[src/rtl/multicycle_control_unit.sv]
// Multi-cycle control unit: walks each instruction through fetch, decode, execute, memory and
// writeback with a ready-based memory handshake, timeout faulting and flag-conditioned branches.
`timescale 1ns/1ps
module multicycle_control_unit #(
  parameter int unsigned OP_W        = 4,
  parameter int unsigned ALU_FUNC_W  = 4,
  parameter int unsigned MEM_TIMEOUT = 15
) (
  input  logic                  clk,
  input  logic                  reset,
  input  logic                  en,
  input  logic [OP_W-1:0]       instr_op,
  input  logic                  immed_in,
  input  logic                  flag_in,
  input  logic                  flag_z,
  input  logic                  flag_lt,
  input  logic                  flag_gt,
  input  logic                  mem_ready,
  output logic                  ir_load,
  output logic                  pc_inc,
  output logic                  pc_load,
  output logic                  w_en,
  output logic [ALU_FUNC_W-1:0] alu_func,
  output logic                  immed_sel,
  output logic                  flag_en,
  output logic                  mem_sel,
  output logic                  mem_en,
  output logic                  read_write,
  output logic [2:0]            state,
  output logic                  retire,
  output logic                  fault
);

  localparam int unsigned CNT_W = (MEM_TIMEOUT < 1) ? 1 : $clog2(MEM_TIMEOUT + 1);
  localparam logic [CNT_W-1:0] CNT_LIMIT = CNT_W'(MEM_TIMEOUT);
  localparam logic [OP_W+3:0] OP_MAX = 15;

  localparam logic [3:0] OP_JMP = 4'h0;
  localparam logic [3:0] OP_LD  = 4'h8;
  localparam logic [3:0] OP_ST  = 4'h9;
  localparam logic [3:0] OP_BE  = 4'hB;
  localparam logic [3:0] OP_BNE = 4'hC;
  localparam logic [3:0] OP_BLT = 4'hD;
  localparam logic [3:0] OP_BGT = 4'hE;
  localparam logic [3:0] OP_CMP = 4'hF;

  typedef enum logic [2:0] {
    StIdle   = 3'd0,
    StFetch  = 3'd1,
    StDecode = 3'd2,
    StExec   = 3'd3,
    StMem    = 3'd4,
    StWb     = 3'd5,
    StFault  = 3'd7
  } state_e;

  state_e           state_q, state_d;
  logic [3:0]       op_q, op_d;
  logic             imm_q, imm_d;
  logic [CNT_W-1:0] cnt_q, cnt_d, cnt_inc;
  logic [OP_W+3:0]  op_ext;
  logic             op_illegal;
  logic             wait_expired;

  // Widen before comparing so any OP_W works; only the low nibble is ever executed.
  assign op_ext       = {4'b0000, instr_op};
  assign op_illegal   = (op_ext > OP_MAX);
  assign cnt_inc      = cnt_q + CNT_W'(1);
  assign wait_expired = (MEM_TIMEOUT != 0) && !mem_ready && (cnt_inc == CNT_LIMIT);
  assign state        = state_q;

  always_ff @(posedge clk or posedge reset) begin
    if (reset) begin
      state_q <= StIdle;
      op_q    <= '0;
      imm_q   <= 1'b0;
      cnt_q   <= '0;
    end else begin
      state_q <= state_d;
      op_q    <= op_d;
      imm_q   <= imm_d;
      cnt_q   <= cnt_d;
    end
  end

  always_comb begin
    state_d    = state_q;
    op_d       = op_q;
    imm_d      = imm_q;
    cnt_d      = cnt_q;
    ir_load    = 1'b0;
    pc_inc     = 1'b0;
    pc_load    = 1'b0;
    w_en       = 1'b0;
    alu_func   = '0;
    immed_sel  = 1'b0;
    flag_en    = 1'b0;
    mem_sel    = 1'b0;
    mem_en     = 1'b0;
    read_write = 1'b0;
    retire     = 1'b0;
    fault      = 1'b0;

    case (state_q)
      StIdle: begin
        if (en) state_d = StFetch;
      end
      StFetch: begin
        mem_en     = 1'b1;
        read_write = 1'b1;
        if (mem_ready) begin
          ir_load = 1'b1;
          pc_inc  = 1'b1;
          state_d = StDecode;
        end else if (wait_expired) begin
          state_d = StFault;
        end
      end
      StDecode: begin
        op_d    = op_ext[3:0];
        imm_d   = immed_in;
        state_d = op_illegal ? StFault : StExec;
      end
      StExec: begin
        alu_func  = ALU_FUNC_W'(op_q);
        immed_sel = imm_q;
        case (op_q)
          OP_JMP: begin pc_load = 1'b1;     retire = 1'b1; end
          OP_BE:  begin pc_load = flag_z;   retire = 1'b1; end
          OP_BNE: begin pc_load = !flag_z;  retire = 1'b1; end
          OP_BLT: begin pc_load = flag_lt;  retire = 1'b1; end
          OP_BGT: begin pc_load = flag_gt;  retire = 1'b1; end
          OP_CMP: begin flag_en = 1'b1;     retire = 1'b1; end
          OP_LD, OP_ST: state_d = StMem;
          default: begin
            flag_en = flag_in;
            state_d = StWb;
          end
        endcase
      end
      StMem: begin
        mem_en     = 1'b1;
        mem_sel    = 1'b1;
        read_write = (op_q == OP_LD);
        alu_func   = ALU_FUNC_W'(op_q);
        if (mem_ready) begin
          if (op_q == OP_LD) state_d = StWb;
          else               retire  = 1'b1;
        end else if (wait_expired) begin
          state_d = StFault;
        end
      end
      StWb: begin
        w_en     = 1'b1;
        alu_func = ALU_FUNC_W'(op_q);
        retire   = 1'b1;
      end
      StFault: begin
        fault = 1'b1;
      end
      default: begin
        state_d = StFault;
      end
    endcase

    if (retire) state_d = en ? StFetch : StIdle;

    // Ready always wins over the limit: the counter only advances on stalled cycles.
    if ((state_q == StFetch || state_q == StMem) && !mem_ready) cnt_d = cnt_inc;
    if (state_d != state_q && (state_d == StFetch || state_d == StMem)) cnt_d = '0;
  end

endmodule

[config.mk]
export PLATFORM = sky130hd
export DESIGN_NAME = multicycle_control_unit
export DESIGN_NICKNAME = d
export VERILOG_FILES = /design/src/rtl/multicycle_control_unit.sv
export SDC_FILE = /design/constraint.sdc
export NUM_CORES = 1
export LEC_CHECK = 0
export BUFFER_PORTS_ARGS = -buffer_cell sky130_fd_sc_hd__buf_2
export CAP_MARGIN = 20
export CORE_MARGIN = 2
export CORE_UTILIZATION = 54
export DETAILED_ROUTE_END_ITERATION = 8
export GPL_ROUTABILITY_DRIVEN = 0
export GPL_TIMING_DRIVEN = 0
export HOLD_SLACK_MARGIN = 0.02
export PLACE_DENSITY = 0.79
export SLEW_MARGIN = 20
export SYNTH_ARGS = -nofsm -noshare
export SYNTH_HDL_FRONTEND = slang
export SYNTH_SLANG_ARGS = --single-unit
export TNS_END_PERCENT = 100
[constraint.sdc]
create_clock -name clk -period 3.9 [get_ports clk]
set_input_delay 0.195 -clock clk [delete_from_list [all_inputs] [get_ports clk]]
set_output_delay 0.195 -clock clk [all_outputs]
set_load 0.01 [all_outputs]
==> results of run 1 <==
power by group:
| part | internal [uW] | total, uW | switching (uW) |
|---|---|---|---|
| Combinational | 298 | 691 | 394 |
| Clock | 56.7 | 96.7 | 40.0 |
| Sequential | 179 | 239 | 59.8 |
synth_stat cells, types with 3 or more instances:
cell,count
buf_2,5
o21ai_0,7
a21oi_1,6
inv_1,5
clkbuf_1,4
nor2b_1,7
nand2_1,17
xnor2_1,4
nor3_1,8
and3_1,3
mux2_2,5
dfrtp_1,12
and2_1,6
nor2_1,10
critical path, cell delays in order, from the launching register on:
cell      delay (ns)
dfrtp_1         0.41
clkbuf_1        0.22
or3_1           0.41
a21oi_1         0.13
a31oi_1         0.06
nor3_1          0.15
buf_2           0.15
final timing paths:
path	cells after the start	end	slack [ns]	from
setup reg to reg	5	cnt_q[3]	2.01	op_q[1]
min in group asynchronous	3	cnt_q[1]	0.47	reset
hold reg to reg	1	imm_q	0.59	imm_q
hold / removal	2	op_q[1]	0.16	instr_op[1]
max in group asynchronous	3	state[2]	3.13	reset
setup / recovery	6	pc_load	1.92	op_q[0]
repair_timing:
action                    4_1_cts  5_1_grt
hold buffers                    1        0
hold endpoints to repair       12        0
setup buffers                   0        0
per-layer routing:
metal | routed length, um | global-route usage [%] | vias to the layer above | part of all wire (%)
li1 | - | - | 524 | -
met1 | 1120 | 31.5 | 491 | 48
met2 | 1070 | 35.7 | 38 | 46
met3 | 128 | 1.51 | 4 | 5.5
met4 | 14 | 8.33 | 0 | 0.60
met5 | 0 | 0 | - | 0
per-stage QoR:
step           power (uW)  instances
2_1_floorplan         739        131
3_3_place_gp          897        186
3_5_place_dp          922        186
4_1_cts              1020        191
5_1_grt              1120        191
6_report             1030        191
state kept, by name, summed over array words and instances (netlist names):
register  cells
cnt_q         4
imm_q         1
op_q          4
state         3
layout by cell type (no fill, tap or decap), types with 5 or more instances in the layout:
| cell type | instances |
|---|---|
| buf_2 | 35 |
| dfrtp_1 | 12 |
| and2_1 | 6 |
| a21oi_1 | 6 |
| nand2_1 | 17 |
| nor2_1 | 10 |
| inv_1 | 5 |
| o21ai_0 | 7 |
| nor2b_1 | 7 |
| nor3_1 | 8 |
| mux2_2 | 5 |
cell families after synthesis:
kind of cell	count (synthesis)
DFF	12
and+or+nand+nor	67
buffers and inverters	15
AOI/OAI and AO/OA	22
muxes	7
adders and majority gates	2
xor gates and xnor gates	6
area by class of cell:
type / instances / share of cell area [%]
multi-input cells: 104 / 52.5
well taps: 25 / 2.50
plain buffers: 10 / 3.80
repair buffers: 31 / 12.8
clock buffers: 4 / 2.90
inverters: 5 / 1.50
flip-flops and latches: 12 / 24.0
==> flow_summary.toml, run 1 <==
[status]
status = "finished, final reports clean"

[synthesis]
syn_nets = 146
ys_ff_latch = 12
muxShareOfSynthArea_pct = 7.47
synth_xor_area_share_pct = 5.14
synthSimpleGateAreaFrac_pct = 35.9
synthAdderAreaFrac_pct = 2.45
synth_top_family_by_area = "simple AND/OR/NAND/NOR gates"
avgSynthCellArea_um2 = 7.80
synth_compound_area_share_pct = 13.2
synth.top_cell.area_share_pct = 29.4
synth-main-ff-cell = "dfrtp_1"
synth_area_leaders = "dfrtp_1 29%, nand2_1 6.2%, mux2_2 5.5%, nor2b_1 4.3%, nor3_1 3.9%"
ys_seq_area_share_pct = 29.4
yosysWarnings = 0
yosys.cell_types.count = 38
async_reset_ff_share_pct = 100
synthesis.area_mm2 = 0.00102
synth-edff-count = 0
yosysTopAreaCell = "dfrtp_1"
netlist_instances = 131

[setup_path]
worstSetupStartpointType = "register"
crit_fanout = 10
path_class = "register to output port"
critical_path_required_ns = 3.70
critPathArrivalTime_ns = 1.79
end_kind = "output port"

[die]
die_area_mm2 = 0.00226
core_mm2 = 0.00175
initial_utilization_pct = 58.6
die_w_um = 47.5
die_h_um = 47.5
num_rows = 15
io_pins = 31

[power]
leakagePower_uw = 0.000598
p_per_area_mw_per_mm2 = 822
vdd_drop_max_mv = 0.424

[placed_design]
dp_hpwl_mm = 1.81
io_buffers = 30
pre_cts_ws_ns = 2.08
placed_area_mm2 = 0.00120

[timing]
finalSetupTns_ns = 0
hold_viol_final = 0
rsz0062_at_grt = "false"
period_share_pct = 50.8
whs_ns = 0.156
worst_slack_ns = 1.92
tightest_slew_ns = 0.537
max_freq_mhz = 504
finalMaxSlewViolations = 0
slew_headroom_pct = 63.7
setup_viol = 0
finClkSkew_ns = 0.000475
fin_crit_ns = 1.98

[clock_tree]
postCtsResizedCells = 0
clk_latency_ns = 0.27
htree_levels = 1
clock_sinks = 12
cts_buffers = 3
cts_buffer_depth = 2
cts_tree = "done"
root_buffer = "clkbuf_4"
clkTransAtPathRegs_ns = 0.07

[detailed_routing]
via_per_inst = 5.53
wl_per_cell_um = 12.2
route.detailed.drc = 0
firstDrtPassIters = 4
via_count = 1057
routed_wl_mm = 2.33
drt_first_iter_violations = 29
detail-route-antenna-nets = 0

[global_routing]
grt_pass1_wl_mm = 3.62
grt_overflow_total = 0
antenna_found_initial = 0
grt_max_degree = 13
grt_usage_pct = 22.2
grt_pass1_vias = 858

[finish]
syn_to_final_growth_pct = 22.3
drive_gt1_share_pct = 29.5
seq_area_um2 = 300
multi_input_area_um2 = 656
post-route-util_pct = 71.6
stdcell_area_mm2 = 0.00125
nets = 182
fillCellCount = 163
diodes = 0

[worst_hold_path]
hold_class = "input pin to register"

[job]
max-cap-violations = 0
Note: power is estimated with default switching activity, not from simulation.
==> run 2, diff against run 1 <==
CORE_UTILIZATION = 45   (was 54)
PLACE_DENSITY = 0.7   (was 0.79)
clock period = 1.8 ns   (was 3.9 ns; I/O delays follow)
==> run 2 against run 1 <==
Effect of this change: combinational power rose to 2.6 times the previous value; routed wire length up 13%; cell count up 3.7%; clock skew up 0.0017 ns; global-route usage down 1.2 points; sequential power up 140%; first-iteration DRC count down 76%; critical endpoint unchanged; largest cell class unchanged; highest routed layer unchanged.
==> flow_summary.toml, run 2 (synthesis results as in run 1) <==
[status]
status = "finished, final reports clean"

[detailed_routing]
drt_first_iter_violations = 7
wl_met3_um = 87
route.detailed.drc = 0
routed_wl_mm = 2.64
detail-route-antenna-nets = 0
met2_length_mm = 1.25
via_count = 1060
top_layer = "met4"
wl_per_cell_um = 13.3
via_per_inst = 5.35
firstDrtPassIters = 5
drt-met1-wl_mm = 1.25

[clock_tree]
clkTransAtPathRegs_ns = 0.07
htree_levels = 1
root_buffer = "clkbuf_4"
clk_latency_ns = 0.28
clock_sinks = 12
cts_buffers = 3
cts_buffer_depth = 2
cts_tree = "done"

[setup_path]
worstSetupStartpointType = "register"
end_kind = "output port"
worstRegToRegCells = 6
path_class = "register to output port"
crit_slowest_cell = "dfrtp_2"
crit_chain = "clkbuf_8, or3_4, a21oi_2, a31oi_1, nor3_2, buf_2"
crit_fanout = 4
critical_path_required_ns = 1.71
crit_path_max_incr_delay_ns = 0.45
critPathArrivalTime_ns = 1.64

[job]
max-cap-violations = 0

[global_routing]
grt_overflow_total = 0
antenna_found_initial = 0
grt_pass1_wl_mm = 4.23
grt_pass1_vias = 977
grt_max_degree = 13
grt_usage_pct = 21.0

[timing]
slew_headroom_pct = 69.1
tightest_slew_ns = 0.463
rsz0062_at_grt = "true"
finClkSkew_ns = 0.00218
setup_viol = 0
fin_crit_ns = 1.73
period_share_pct = 95.9
finalSetupTns_ns = 0
hold_viol_final = 0
max_freq_mhz = 580
finalMaxSlewViolations = 0

[finish]
seq_area_um2 = 308
layout_common_cells = "34 x buf_2, 16 x nand2_1, 10 x nor2_1"
fillCellCount = 187
final_common_cell = "buf_2"
drive_gt1_share_pct = 47.6
nets = 186
diodes = 0
fin_cells = 198
syn_to_final_growth_pct = 40.4
multi_input_area_um2 = 772

[die]
io_pins = 31
die_area_mm2 = 0.00267
die_h_um = 51.7
num_rows = 17
core_mm2 = 0.00217
die_w_um = 51.7
initial_utilization_pct = 47.1

[power]
vdd_drop_max_mv = 0.986
p_per_area_mw_per_mm2 = 1790
leakagePower_uw = 0.000660

[placed_design]
placed_cells_incl_taps = 189
dp_hpwl_mm = 1.79
io_buffers = 30

[worst_hold_path]
hold_path_depth = 2
hold_class = "input pin to register"
run 2: timing repair:
action,CTS,global route
pin swaps,4,9
endpoints found under the setup margin,6,16
gates resized for setup,9,39
hold buffers,1,0
setup buffers,2,2
hold endpoints to repair,12,0
run 2: where the power goes:
| group | total [uW] | internal (uW) | switching (uW) | leakage (uW) |
|---|---|---|---|---|
| Clock | 216 | 123 | 92.6 | 0.0000210 |
| Combinational | 1790 | 824 | 967 | 0.000496 |
| Sequential | 568 | 402 | 166 | 0.000143 |
run 2: final cells by class:
type,count,area share (%)
tap,28,2.44
clock buffer,4,2.53
sequential,12,21.4
multi-input combinational,104,53.8
timing repair buffer,35,13.3
buffer,10,5.23
inverter,5,1.31
run 2: worst paths after layout:
check                             from       end  slack (ns)
setup reg to reg               op_q[0]  cnt_q[2]        0.09
min in group asynchronous        reset     imm_q        0.36
max in group asynchronous        reset  cnt_q[1]        1.10
hold / removal             instr_op[3]   op_q[3]        0.04
hold reg to reg                  imm_q     imm_q        0.57
setup / recovery               op_q[0]   pc_load        0.07
run 2: stage by stage:
step	instance area, um^2	hold slack, ns	total power [uW]	util (%)	setup slack (ns)
6_report	1440	0.0430	2580	66.1	0.0746
5_1_grt	1440	0.0530	2830	66.1	-0.0381
4_1_cts	1310	0.0334	2320	60.1	0.0177
3_5_place_dp	1210	0.121	1990	55.7	-0.0680
3_3_place_gp	1210	0.108	1960	55.7	-0.0222
2_1_floorplan	1020	-0.0453	1600	-	0.115
run 2: worst max-delay path, delay by kind of cell (launching register included):
kind            cells  cell delay [ns]
compound gates      2             0.19
flops               1             0.45
simple gates        2             0.42
buf+inv             2             0.29
run 2: layer usage:
layer / track usage, % / up-vias
li1: - / 532
met1: 27.7 / 493
met2: 33.1 / 30
met3: 2.59 / 5
met4: 12.3 / 0
met5: 0 / -
==> run 3, diff against run 2 <==
BUFFER_PORTS_ARGS = not set   (was -buffer_cell sky130_fd_sc_hd__buf_2)
CORE_UTILIZATION = 55   (was 45)
DONT_BUFFER_PORTS = 1   (was not set)
PLACE_DENSITY = 0.73   (was 0.7)
==> run 3 against run 2 <==
Effect of this change: the run now ends with setup timing left; combinational power is essentially flat; critical path type unchanged; critical endpoint unchanged; sequential share of layout area grew 0.089 points; sequential power grew 6.7%.
==> flow_summary.toml, run 3 (synthesis results as in run 1) <==
[status]
status = "complete, but fails checks"
failed_checks = "setup timing"

[clock_tree]
clock_sinks = 12
root_buffer = "clkbuf_4"
htree_levels = 1
clk_latency_ns = 0.28
cts_tree = "done"
cts_buffers = 3
cts_buffer_depth = 2
clkTransAtPathRegs_ns = 0.09

[global_routing]
antenna_found_initial = 0
grt_pass1_wl_mm = 3.91
grt_usage_pct = 25.6
grt_pass1_vias = 887
grt_overflow_total = 0
grt_max_degree = 13

[detailed_routing]
firstDrtPassIters = 4
detail-route-antenna-nets = 0
via_count = 1054
routed_wl_mm = 2.96
route.detailed.drc = 0
wl_per_cell_um = 16.7
drt_first_iter_violations = 46
via_per_inst = 5.95

[setup_path]
critical_path_required_ns = 1.71
end_kind = "output port"
crit_fanout = 4
critPathArrivalTime_ns = 1.71
worstSetupStartpointType = "register"
path_class = "register to output port"

[timing]
period_share_pct = 100
setup_viol = 1
rsz0062_at_grt = "true"
fin_crit_ns = 1.80
finClkSkew_ns = 0.0148
max_freq_mhz = 554
finalSetupTns_ns = -0.00490
finalMaxSlewViolations = 0
worst_slack_ns = -0.00490
hold_viol_final = 0
tightest_slew_ns = 0.501
slew_headroom_pct = 66.6

[worst_hold_path]
hold_class = "input pin to register"

[die]
die_area_mm2 = 0.00222
die_h_um = 47.1
initial_utilization_pct = 58.6
die_w_um = 47.1
num_rows = 15
core_mm2 = 0.00175
io_pins = 31

[finish]
fin_cells = 177
final_common_cell = "nand2_1"
fillCellCount = 114
syn_to_final_growth_pct = 38.7
layout_common_cells = "15 x nand2_1, 13 x buf_4, 8 x nor2_1, 8 x dfrtp_1, 7 x dlygate4sd3_1"
drive_gt1_share_pct = 38.8
diodes = 0
nets = 168

[power]
p_per_area_mw_per_mm2 = 1860
finalPower_uw = 2640
vdd_drop_max_mv = 1.23
leakagePower_uw = 0.000588

[placed_design]
io_buffers = 0
placed_cells_incl_taps = 156
dp_hpwl_mm = 1.66
pre_cts_ws_ns = -0.213

[job]
max-cap-violations = 0
==> run 3: cell types whose count changed in the layout (fill, tap and decap cells not counted), sizes merged <==
cell / previous run / this run
clkbuf: 6 / 8
dlygate4sd3: 1 / 7
buf: 42 / 16
==> run 3: repair_timing <==
item	CTS	global route
endpoints found under the hold margin	17	2
endpoints found under the setup margin	11	13
pin swaps	4	7
hold buffers	6	1
buffers inserted	2	8
gates resized for setup	19	31
==> run 3: final timing paths <==
kind / start / end / slack (ns) / cells after the start
setup / recovery: op_q[0] / pc_load / -0.005 / 5
hold / removal: mem_ready / state[1] / 0.05 / 2
setup reg to reg: state[2] / cnt_q[0] / 0.01 / 9
hold reg to reg: imm_q / imm_q / 0.51 / 1
max in group asynchronous: reset / op_q[0] / 1.15 / 2
min in group asynchronous: reset / cnt_q[3] / 0.27 / 2
==> run 3: per-layer routing <==
metal	routed length (um)	share of wire (%)	track usage (%)	vias to the layer above
li1	-	-	-	498
met1	1170	40	34.1	505
met2	1590	54	41.4	45
met3	154	5.2	6.15	6
met4	47	1.6	7.78	0
met5	0	0	0	-
==> run 3: worst max-delay path, stage by stage (launching register included) <==
cell and delay (ns):
dfrtp_2 0.46, clkbuf_8 0.15, or3_1 0.37, a21oi_1 0.16, a31oi_1 0.09, nor3_2 0.23
==> run 3: area by class of cell <==
cell class | instances | area (um^2) | share of cell area, %
plain buffers | 10 | 78.8 | 5.56
well taps | 25 | 31.3 | 2.21
repair buffers | 17 | 145 | 10.2
multi-input cells | 104 | 802 | 56.6
inverters | 5 | 18.8 | 1.32
flip-flops and latches | 12 | 305 | 21.5
clock buffers | 4 | 36.3 | 2.56
==> run 3: power breakdown <==
group | internal (uW) | total, uW | switching [uW]
Clock | 123 | 219 | 96.5
Sequential | 398 | 606 | 209
Combinational | 812 | 1810 | 999
Total | 1330 | 2640 | 1300
==> run 3: metrics by stage <==
stage | utilization, % | hold slack (ns) | cell area, um^2
2_1_floorplan | - | -0.0453 | 1020
3_3_place_gp | 60.4 | 0.0299 | 1050
3_5_place_dp | 60.4 | 0.0295 | 1050
4_1_cts | 71.3 | 0.0475 | 1240
5_1_grt | 81.2 | 0.0434 | 1420
6_report | 81.2 | 0.0549 | 1420
